File: config.mk
export PLATFORM = sky130hd
export DESIGN_NAME = pe_packet_decoder
export DESIGN_NICKNAME = d
export VERILOG_FILES = /design/src/rtl/pe_packet_decoder.sv
export SDC_FILE = /design/constraint.sdc
export NUM_CORES = 1
export LEC_CHECK = 0
export ABC_AREA = 1
export CAP_MARGIN = 20
export CELL_PAD_IN_SITES_DETAIL_PLACEMENT = 0
export CELL_PAD_IN_SITES_GLOBAL_PLACEMENT = 2
export CORE_MARGIN = 2
export CORE_UTILIZATION = 25
export DETAILED_ROUTE_END_ITERATION = 10
export PLACE_DENSITY_LB_ADDON = 0.25
export SETUP_SLACK_MARGIN = 0.4
export SYNTH_ARGS = -nofsm -noshare
export SYNTH_HDL_FRONTEND = slang
export SYNTH_SLANG_ARGS = --single-unit
File: constraint.sdc
create_clock -name clk -period 3.8 [get_ports clk]
set_input_delay 0.76 -clock clk [delete_from_list [all_inputs] [get_ports clk]]
set_output_delay 0.76 -clock clk [all_outputs]
set_load 0.005 [all_outputs]
File: src/rtl/pe_packet_decoder.sv
// pe_packet_decoder: classifies NoC packets from the PE array as output or
// ack packets. Output packets are buffered as records in a small FIFO. Acks
// are tracked per PE so that ts_done pulses once every PE has acked.
module pe_packet_decoder #(
    parameter int FILTER_WIDTH = 8,
    parameter int OUTPUT_WIDTH = 13,
    parameter int NUM_PE       = 4,
    parameter int FIFO_DEPTH   = 4,
    localparam int PW          = 5*FILTER_WIDTH + 13,
    localparam int CLW         = PW - 27
) (
    input  logic                    clk,
    input  logic                    reset,
    input  logic                    pkt_in_valid,
    output logic                    pkt_in_ready,
    input  logic [PW-1:0]           pkt_in_data,
    output logic                    rec_valid,
    input  logic                    rec_ready,
    output logic [CLW-1:0]          rec_conv_loc,
    output logic [OUTPUT_WIDTH-1:0] rec_residue,
    output logic [3:0]              rec_pe,
    output logic                    rec_spike,
    output logic                    rec_timestep,
    output logic                    ts_done,
    output logic [15:0]             spike_count,
    output logic                    proto_err
);
    localparam int          AW      = $clog2(FIFO_DEPTH);
    localparam logic [AW:0] DEPTH_C = (AW+1)'(FIFO_DEPTH);

    typedef struct packed {
        logic [CLW-1:0]          conv_loc;
        logic [OUTPUT_WIDTH-1:0] residue;
        logic [3:0]              pe;
        logic                    spike;
        logic                    ts;
    } rec_t;

    typedef enum logic {COLLECT = 1'b0, DONE = 1'b1} state_e;

    rec_t              mem_q [FIFO_DEPTH];
    logic [AW-1:0]     wr_q, rd_q;
    logic [AW:0]       cnt_q, cnt_d;
    logic              rdy_q;
    logic [15:0]       expect_q, expect_d;
    logic [NUM_PE-1:0] mask_q, mask_d;
    state_e            state_q, state_d;
    logic [15:0]       spike_q, spike_d;
    logic              err_q, err_d;

    rec_t              in_rec, head;
    logic [3:0]        ack_pe;
    logic              is_ack, accept, push, ack_acc, pop;
    logic              unused_routing;

    // Output-packet field view; the ack view only needs the PE field at [12:9].
    assign in_rec         = {pkt_in_data[PW-1:27], pkt_in_data[14 +: OUTPUT_WIDTH], pkt_in_data[13:8]};
    assign ack_pe         = pkt_in_data[12:9];
    assign unused_routing = ^pkt_in_data[7:0];

    // A packet only counts as an ack when that PE is actually owed one;
    // otherwise an ack-shaped packet is decoded as an ordinary output.
    assign is_ack  = (pkt_in_data[PW-1:13] == '0) && pkt_in_data[8] && expect_q[ack_pe];
    assign accept  = pkt_in_valid && pkt_in_ready;
    assign push    = accept && !is_ack;
    assign ack_acc = accept && is_ack;

    // rdy_q holds ready low through reset and the first edge after release.
    assign pkt_in_ready = rdy_q && (cnt_q != DEPTH_C);
    assign rec_valid    = (cnt_q != '0);
    assign pop          = rec_ready && rec_valid;

    // Head fields read as zero whenever the FIFO is empty.
    assign head         = rec_valid ? mem_q[rd_q] : '0;
    assign rec_conv_loc = head.conv_loc;
    assign rec_residue  = head.residue;
    assign rec_pe       = head.pe;
    assign rec_spike    = head.spike;
    assign rec_timestep = head.ts;
    assign spike_count  = spike_q;
    assign proto_err    = err_q;

    // Record storage; contents are qualified by cnt_q so they need no reset.
    always_ff @(posedge clk) begin
        if (push) mem_q[wr_q] <= in_rec;
    end

    // FIFO occupancy: simultaneous push and pop cancel out.
    always_comb begin
        cnt_d = cnt_q;
        if (push && !pop)      cnt_d = cnt_q + (AW+1)'(1);
        else if (!push && pop) cnt_d = cnt_q - (AW+1)'(1);
    end

    // Per-PE expect_ack bits, protocol error flag and spike counter.
    always_comb begin
        expect_d = expect_q;
        err_d    = err_q;
        spike_d  = spike_q;
        if (push) begin
            if (in_rec.ts) begin
                if (expect_q[in_rec.pe]) err_d = 1'b1;
                expect_d[in_rec.pe] = 1'b1;
            end
            if ({1'b0, in_rec.pe} >= 5'(NUM_PE)) err_d = 1'b1;
            if (in_rec.spike) spike_d = spike_q + 16'd1;
        end
        if (ack_acc) expect_d[ack_pe] = 1'b0;
    end

    // Ack tracker: COLLECT until every PE has acked, then one DONE cycle that
    // pulses ts_done and clears the mask. An ack landing in DONE is ORed in
    // after the clear so it counts toward the next timestep.
    always_comb begin
        state_d = state_q;
        mask_d  = mask_q;
        ts_done = 1'b0;
        case (state_q)
            COLLECT: if (&mask_q) state_d = DONE;
            DONE: begin
                ts_done = 1'b1;
                mask_d  = '0;
                state_d = COLLECT;
            end
            default: state_d = COLLECT;
        endcase
        for (int i = 0; i < NUM_PE; i++) begin
            if (ack_acc && (ack_pe == 4'(i))) mask_d[i] = 1'b1;
        end
    end

    // State registers.
    always_ff @(posedge clk or posedge reset) begin
        if (reset) begin
            wr_q     <= '0;
            rd_q     <= '0;
            cnt_q    <= '0;
            rdy_q    <= 1'b0;
            expect_q <= '0;
            mask_q   <= '0;
            state_q  <= COLLECT;
            spike_q  <= '0;
            err_q    <= 1'b0;
        end else begin
            if (push) wr_q <= wr_q + AW'(1);
            if (pop)  rd_q <= rd_q + AW'(1);
            cnt_q    <= cnt_d;
            rdy_q    <= 1'b1;
            expect_q <= expect_d;
            mask_q   <= mask_d;
            state_q  <= state_d;
            spike_q  <= spike_d;
            err_q    <= err_d;
        end
    end
endmodule

# ---- Word level (Yosys, flattened, before mapping)
# Memories as Yosys holds them, arrays and structs flattened.
# Index checks and enable logic that the tools add are counted.
# Widths: inputs -> output; s select.
dict set report op_classes {
  n_addsub 5
  n_shift 0
  n_reduce_logical 31
  div_mod_pow 0
  n_mul 0
  bitwise 4
  n_lt_le_gt_ge 5
  muxes 27
  n_eq_ne 4
}
# cell n
set op_table {}
lappend op_table {{$mux 16} 3}
lappend op_table {{$mux 45} 1}
lappend op_table {{$logic_not 40->1} 1}
lappend op_table {{$add 16x1->16 const B} 1}
lappend op_table {{$and 16x16->16} 1}
lappend op_table {{$not 16->16} 1}
lappend op_table {{$or 16x16->16} 1}
lappend op_table {{$logic_and 1x1->1} 15}
lappend op_table {{$mux 1} 15}
lappend op_table {{$reduce_bool 2->1} 7}
lappend op_table {{$lt 4x5->1 const B} 2}
lappend op_table {{$bmux 1 s4} 2}
lappend op_table {{$demux 1 s4} 2}
lappend op_table {{$eq 4x2->1 const B} 2}
lappend op_table {{$ge 4x1->1 const B} 2}
lappend op_table {{$mux 3} 2}
lappend op_table {{$add 2x1->2 const B} 2}
lappend op_table {{$eq 4x1->1 const B} 1}
lappend op_table {{$ge 4x3->1 const B} 1}
lappend op_table {{$logic_not 4->1} 1}
lappend op_table {{$mux 4} 1}
lappend op_table {{$reduce_and 4->1} 1}
lappend op_table {{$add 3x1->3 const B} 1}
lappend op_table {{$logic_not 1->1} 3}
lappend op_table {{other kinds (7)} 7}
dict set report word_totals {
  out_inout_bits 65
  latchBits 0
  in_bits 57
  memories 1
  ff_bits 46
  elab_cells 89
  mem_bits_rw 180
  mem_bits_ro 0
}
# memory words width read_ports rd_clocked_by_memory_dff wr line
set memory_table {}
lappend memory_table {mem_q 4 45 1 0 1 41} ;# rec_t mem_q [FIFO_DEPTH];

# ---- Logic depth before layout (Yosys ltp)
dict set report depth {
  ltp_word 9
  depth_mapped 18
}

# ---- Worst setup path before layout
# No wires, ideal clock.
dict set report synth_timing {
  path_kind {in2reg}
  start {in pkt_in_data[11]}
  end {mem mem_q[0][0] (netlist name) (enable)}
  setup_slack_ns -0.193
  t_arrival_ns 3.545
  stages 9
  setup_ns 0.448
  t_required_ns 3.352
  path_cell_list {buf_2 nor2_1 nand2_1 nand2_1 nor2_2 nand2_4 nand2_4 buf_6 nor2_1}
}
dict set report synth_between {
  elab_chain_cells 7
}
# item line
set synth_lines {}
lappend synth_lines {{from (decl)} 16} ;# input logic [PW-1:0] pkt_in_data,
lappend synth_lines {{$bmux 1 s4} 63} ;# assign is_ack = (pkt_in_data[PW-1:13] == '0) && pkt_in_data[8] && expect_q[ack_pe];
lappend synth_lines {{$mux 1 (implied by the code)} 63}
lappend synth_lines {{$logic_and 1x1->1} 63}
lappend synth_lines {{$logic_not 1->1} 65} ;# assign push = accept && !is_ack;
lappend synth_lines {{$logic_and 1x1->1} 65}
lappend synth_lines {{$mux 1} 85} ;# if (push) mem_q[wr_q] <= in_rec;
lappend synth_lines {{$mux 1 (implied by the code)} 85}
lappend synth_lines {{to (decl)} 41}
# No other way between the ends. The select of a mux whose other input is x is not followed.

# ---- Worst setup path in the final report
dict set report layout_timing {
  start {reg rd_q[0]}
  end {out rec_conv_loc[11]}
}
dict set report layout_between {
  elab_chain_cells 2
}
# item line
set layout_lines {}
lappend layout_lines {{from (decl)} 42} ;# logic [AW-1:0] wr_q, rd_q;
lappend layout_lines {{from (signal assigned)} 146} ;# if (pop) rd_q <= rd_q + AW'(1);
lappend layout_lines {{$mem_v2 4x45} n/a}
lappend layout_lines {{$mux 45} 74} ;# assign head = rec_valid ? mem_q[rd_q] : '0;
lappend layout_lines {{to (decl)} 19} ;# output logic [CLW-1:0] rec_conv_loc,
# No other way between the ends.

==> key figures <==
Clocking
  • Sink count of the clock tree: about 230
  • Clock insertion delay at the later pin of the skew report: 0.57 ns
  • Clock root buffer: sky130_fd_sc_hd__clkbuf_16
  • Clock-pin slew of the registers on the worst-case setup and hold paths: 0.06 ns
  • Hold Buf Count CTS: 0
  • Clock tree from TritonCTS: yes
  • Maximum clock path buffer count: 3
  • H-tree levels: 1
  • TritonCTS Buffers: 28

Place
  • Routability Congestion: 0.7487
  • Count of placed standard cells including taps: around 1600
  • HPWL after detailed placement: 17.02 mm
  • Number of buffer cells added on primary ports: between 100 and 150

Detailed routing
  • DRC marker count from the first detailed-route iteration: 259
  • Wire length per cell after detailed routing: 16.19 um
  • Via count of the routed design: 7112
  • Number of DRC violations after detailed routing: 0
  • Count of antenna-violating nets left after detailed routing: 0
  • Pre-antenna DRT Iters: 4
  • DR vias/cell: 4.213
  • Post-Route WL: 27.33 mm

Layout
  • Relative area change from synthesis to final layout: 29.38%
  • Non-filler cells, final: 1688
  • Utilization after layout: 32.74%
  • Share of cells above drive strength 1: around 9%
  • Leading cell types in the layout, fill and taps excluded: 243 x sky130_fd_sc_hd__nor2_1, 180 x sky130_fd_sc_hd__edfxtp_1, 153 x sky130_fd_sc_hd__nand2_1, 113 x sky130_fd_sc_hd__clkdlybuf4s50_1, 99 x sky130_fd_sc_hd__o21ai_0
  • Inserted Diodes: 0
  • Layout net count: 1206
  • Most common library cell in the layout ignoring fill and taps: sky130_fd_sc_hd__nor2_1

Die
  • Area enclosed by the die boundary: 41750 um2
  • Num rows: 73
  • Y dimension of the die: 204.3 um
  • X dimension of the die: 204.3 um
  • Core ar.: 39640 um2
  • I/O pin count: 122
  • Initial core utilization: 25.31%

Setup path
  • Crit start category: flip-flop
  • Capturing instance or port of the critical path: rec_conv_loc[11]
  • Worst R2R Path Depth: 9
  • Critical path arrival: 2.46 ns
  • Launch point of the worst path: rd_q[0]
  • Worst R2R Start: cnt_q[0]
  • Worst Path Required: 3.04 ns
  • Endpoint of the most critical register-to-register path: cnt_q[1]
  • Worst setup path category: flip-flop to output port
  • Crit Path Max Fanout: 33
  • Slack of the worst reg-to-reg path: around 1.5 ns
  • Type of destination of the critical path: output port

STA
  • Final Hold Vio Count: 0
  • Final critical-path required period: 3.224 ns
  • RSZ-0062 raised after global routing: true
  • Hold slack: between 0.4 and 0.5 ns
  • Clock tree skew after final layout: around 0.028 ns
  • Worst Tran Pin Value: 0.6556 ns
  • Achievable Freq: 310.1 MHz
  • Final-report setup violation count: 0
  • Total Neg Setup Slack: 0 ns
  • Worst slew margin relative to its limit: 56.29%
  • Share of the cycle needed by the critical path after routing: 84.85%
  • Number of slew-limit violations in the final report: 0

Synth
  • Number of register bits inferred by synthesis: 226
  • Instance count of the mapped netlist: ~1000
  • Synth Net Count: between 1000 and 1500
  • Fraction of the yosys area taken by sequential cells: 65.35%
  • Yosys synthesis warning count: 0
  • Mean instance size in the synthesized netlist: 9.992 um2
  • Post-synthesis instance area: 10030 um2
  • Count of unique library cells instantiated by Yosys: 34

Power and ir drop
  • Net Sw Frac: 33.19%
  • Leak pwr: 4.877 nW
  • Psw: 0.002980 W
  • Relative contribution of sequential cells to total power: 34.8%
  • Clock group share of total power: 28.7%
  • Logic pwr share: 36.5%
  • VDD IR-drop max: 0.4414 mV
  • P per Cell Area: 691.6 nW/um2
  • Cell internal pwr: around 0.006 W
  • Final total power: 0.008977 W

Global routing
  • Antenna violations before repair: 0
  • Global route overflow: 0
  • Via count of the first global-routing pass: 7238
  • Largest net degree at the start of global routing: slightly above 90
  • Gr usage total: 13.16%
  • First-pass GRT wire length: 42.22 mm

Min path
  • Class of the worst hold path: flip-flop to flip-flop

Run status
  • Outcome: finished clean

Flow run
  • Count of max-cap constraint violations: 0
==> cell type report <==
| type | count | area [um2] |
|---|---|---|
| fill | 4194 | 26660 |
| sequential | 226 | 6561 |
| tap | 525 | 656.9 |
| multi-input combinational | 650 | 2999 |
| clock inverter | 20 | 186.4 |
| clock buffer | 31 | 711.9 |
| timing repair buffer | 152 | 1544 |
| inverter | 84 | 320.3 |
==> stage by stage <==
step	setup slack [ns]	instance area [um2]
6_report	0.5757	12980
3_3_place_gp	0.3277	11980
4_1_cts	0.3749	12940
3_5_place_dp	0.3012	11980
5_1_grt	0.3961	12980
2_1_floorplan	-0.1930	10030
==> sequential cells by signal, indices dropped and copies added (netlist names) <==
name         cells
mem_q          180
expect_q        16
spike_count     16
mask_q           4
cnt_q            3
rd_q             2
wr_q             2
proto_err        1
rdy_q            1
state_q          1
==> power groups by stage <==
stage	clock network [W]	logic, W	registers [W]
final	0.00257	0.00328	0.00312
after CTS	0.00265	0.00335	0.00312
after global routing	0.00275	0.00368	0.00315
after detailed placement	0	0.00324	0.00320
after floorplan	0	0.00158	0.00314
after global placement	0	0.00324	0.00319
==> metal layers <==
| layer | GRT usage [%] | vias up | share of wire, % |
|---|---|---|---|
| met2 | 22.60 | 95 | 48 |
| met4 | 3.054 | 0 | 2.0 |
| met1 | 17.30 | 3366 | 47 |
| li1 | - | 3613 | - |
| met3 | 2.200 | 38 | 3.2 |
| met5 | 0 | - | 0 |
==> cell usage after synthesis (all sizes together) <==
| cell | n | area, um2 |
|---|---|---|
| o31ai | 8 | 60.06 |
| nor2 | 250 | 945.9 |
| edfxtp | 180 | 5405 |
| conb | 1 | 3.750 |
| o21bai | 1 | 7.510 |
| buf | 16 | 98.84 |
| xor2 | 7 | 61.31 |
| inv | 83 | 311.6 |
| nor3 | 15 | 80.08 |
| o21ai | 99 | 495.5 |
| o22ai | 4 | 25.02 |
| nand4 | 2 | 12.51 |
| mux2 | 1 | 11.26 |
| clkinv | 1 | 3.750 |
| clkbuf | 28 | 106.4 |
| nand2 | 159 | 621.8 |
| ha | 6 | 75.07 |
| dfrtp | 46 | 1151 |
| and2 | 4 | 25.03 |
| xnor2 | 12 | 105.1 |
| nand3 | 32 | 165.2 |
| fa | 1 | 20.02 |
| a21oi | 48 | 240.2 |
==> cells by family (layout without fill, tap and decap cells) <==
kind of cell	Yosys count	in the layout	synth area share, %
other	1	1	0.03738
AND/OR/NAND/NOR	462	462	18.45
buffers and inverters	128	287	5.188
XOR/XNOR	19	19	1.659
flip-flops	226	226	65.35
adder cells (fa/ha/maj)	7	7	0.9479
multiplexers	1	1	0.1122
AO/OA/AOI/OAI	160	160	8.256
==> how the worst min path moves through the flow <==
stage	start	slack, ns	cells after the start	endpoint
after floorplan	proto_err	0.47	1	proto_err
final	proto_err	0.48	1	proto_err
after detailed placement	proto_err	0.47	1	proto_err
after global routing	proto_err	0.52	1	proto_err
after CTS	proto_err	0.49	1	proto_err
after global placement	proto_err	0.47	1	proto_err
==> repair_timing <==
item / in CTS / in global routing
cloned: 0 / 1
hold endpoints to repair: 0 / 0
resized for setup: 4 / 5
setup buffers: 4 / 0
endpoints found under the setup margin: 40 / 17
pin swaps: 1 / 0
==> worst max-delay path, cell delays in order (launching register included) <==
cell                              delay, ns
sky130_fd_sc_hd__dfrtp_2               0.48
sky130_fd_sc_hd__inv_4                 0.21
sky130_fd_sc_hd__buf_6                 0.28
sky130_fd_sc_hd__o21ai_0               0.14
sky130_fd_sc_hd__a21oi_1               0.23
sky130_fd_sc_hd__clkdlybuf4s50_1       0.55
No activity file was read; power rests on OpenSTA's default activity.
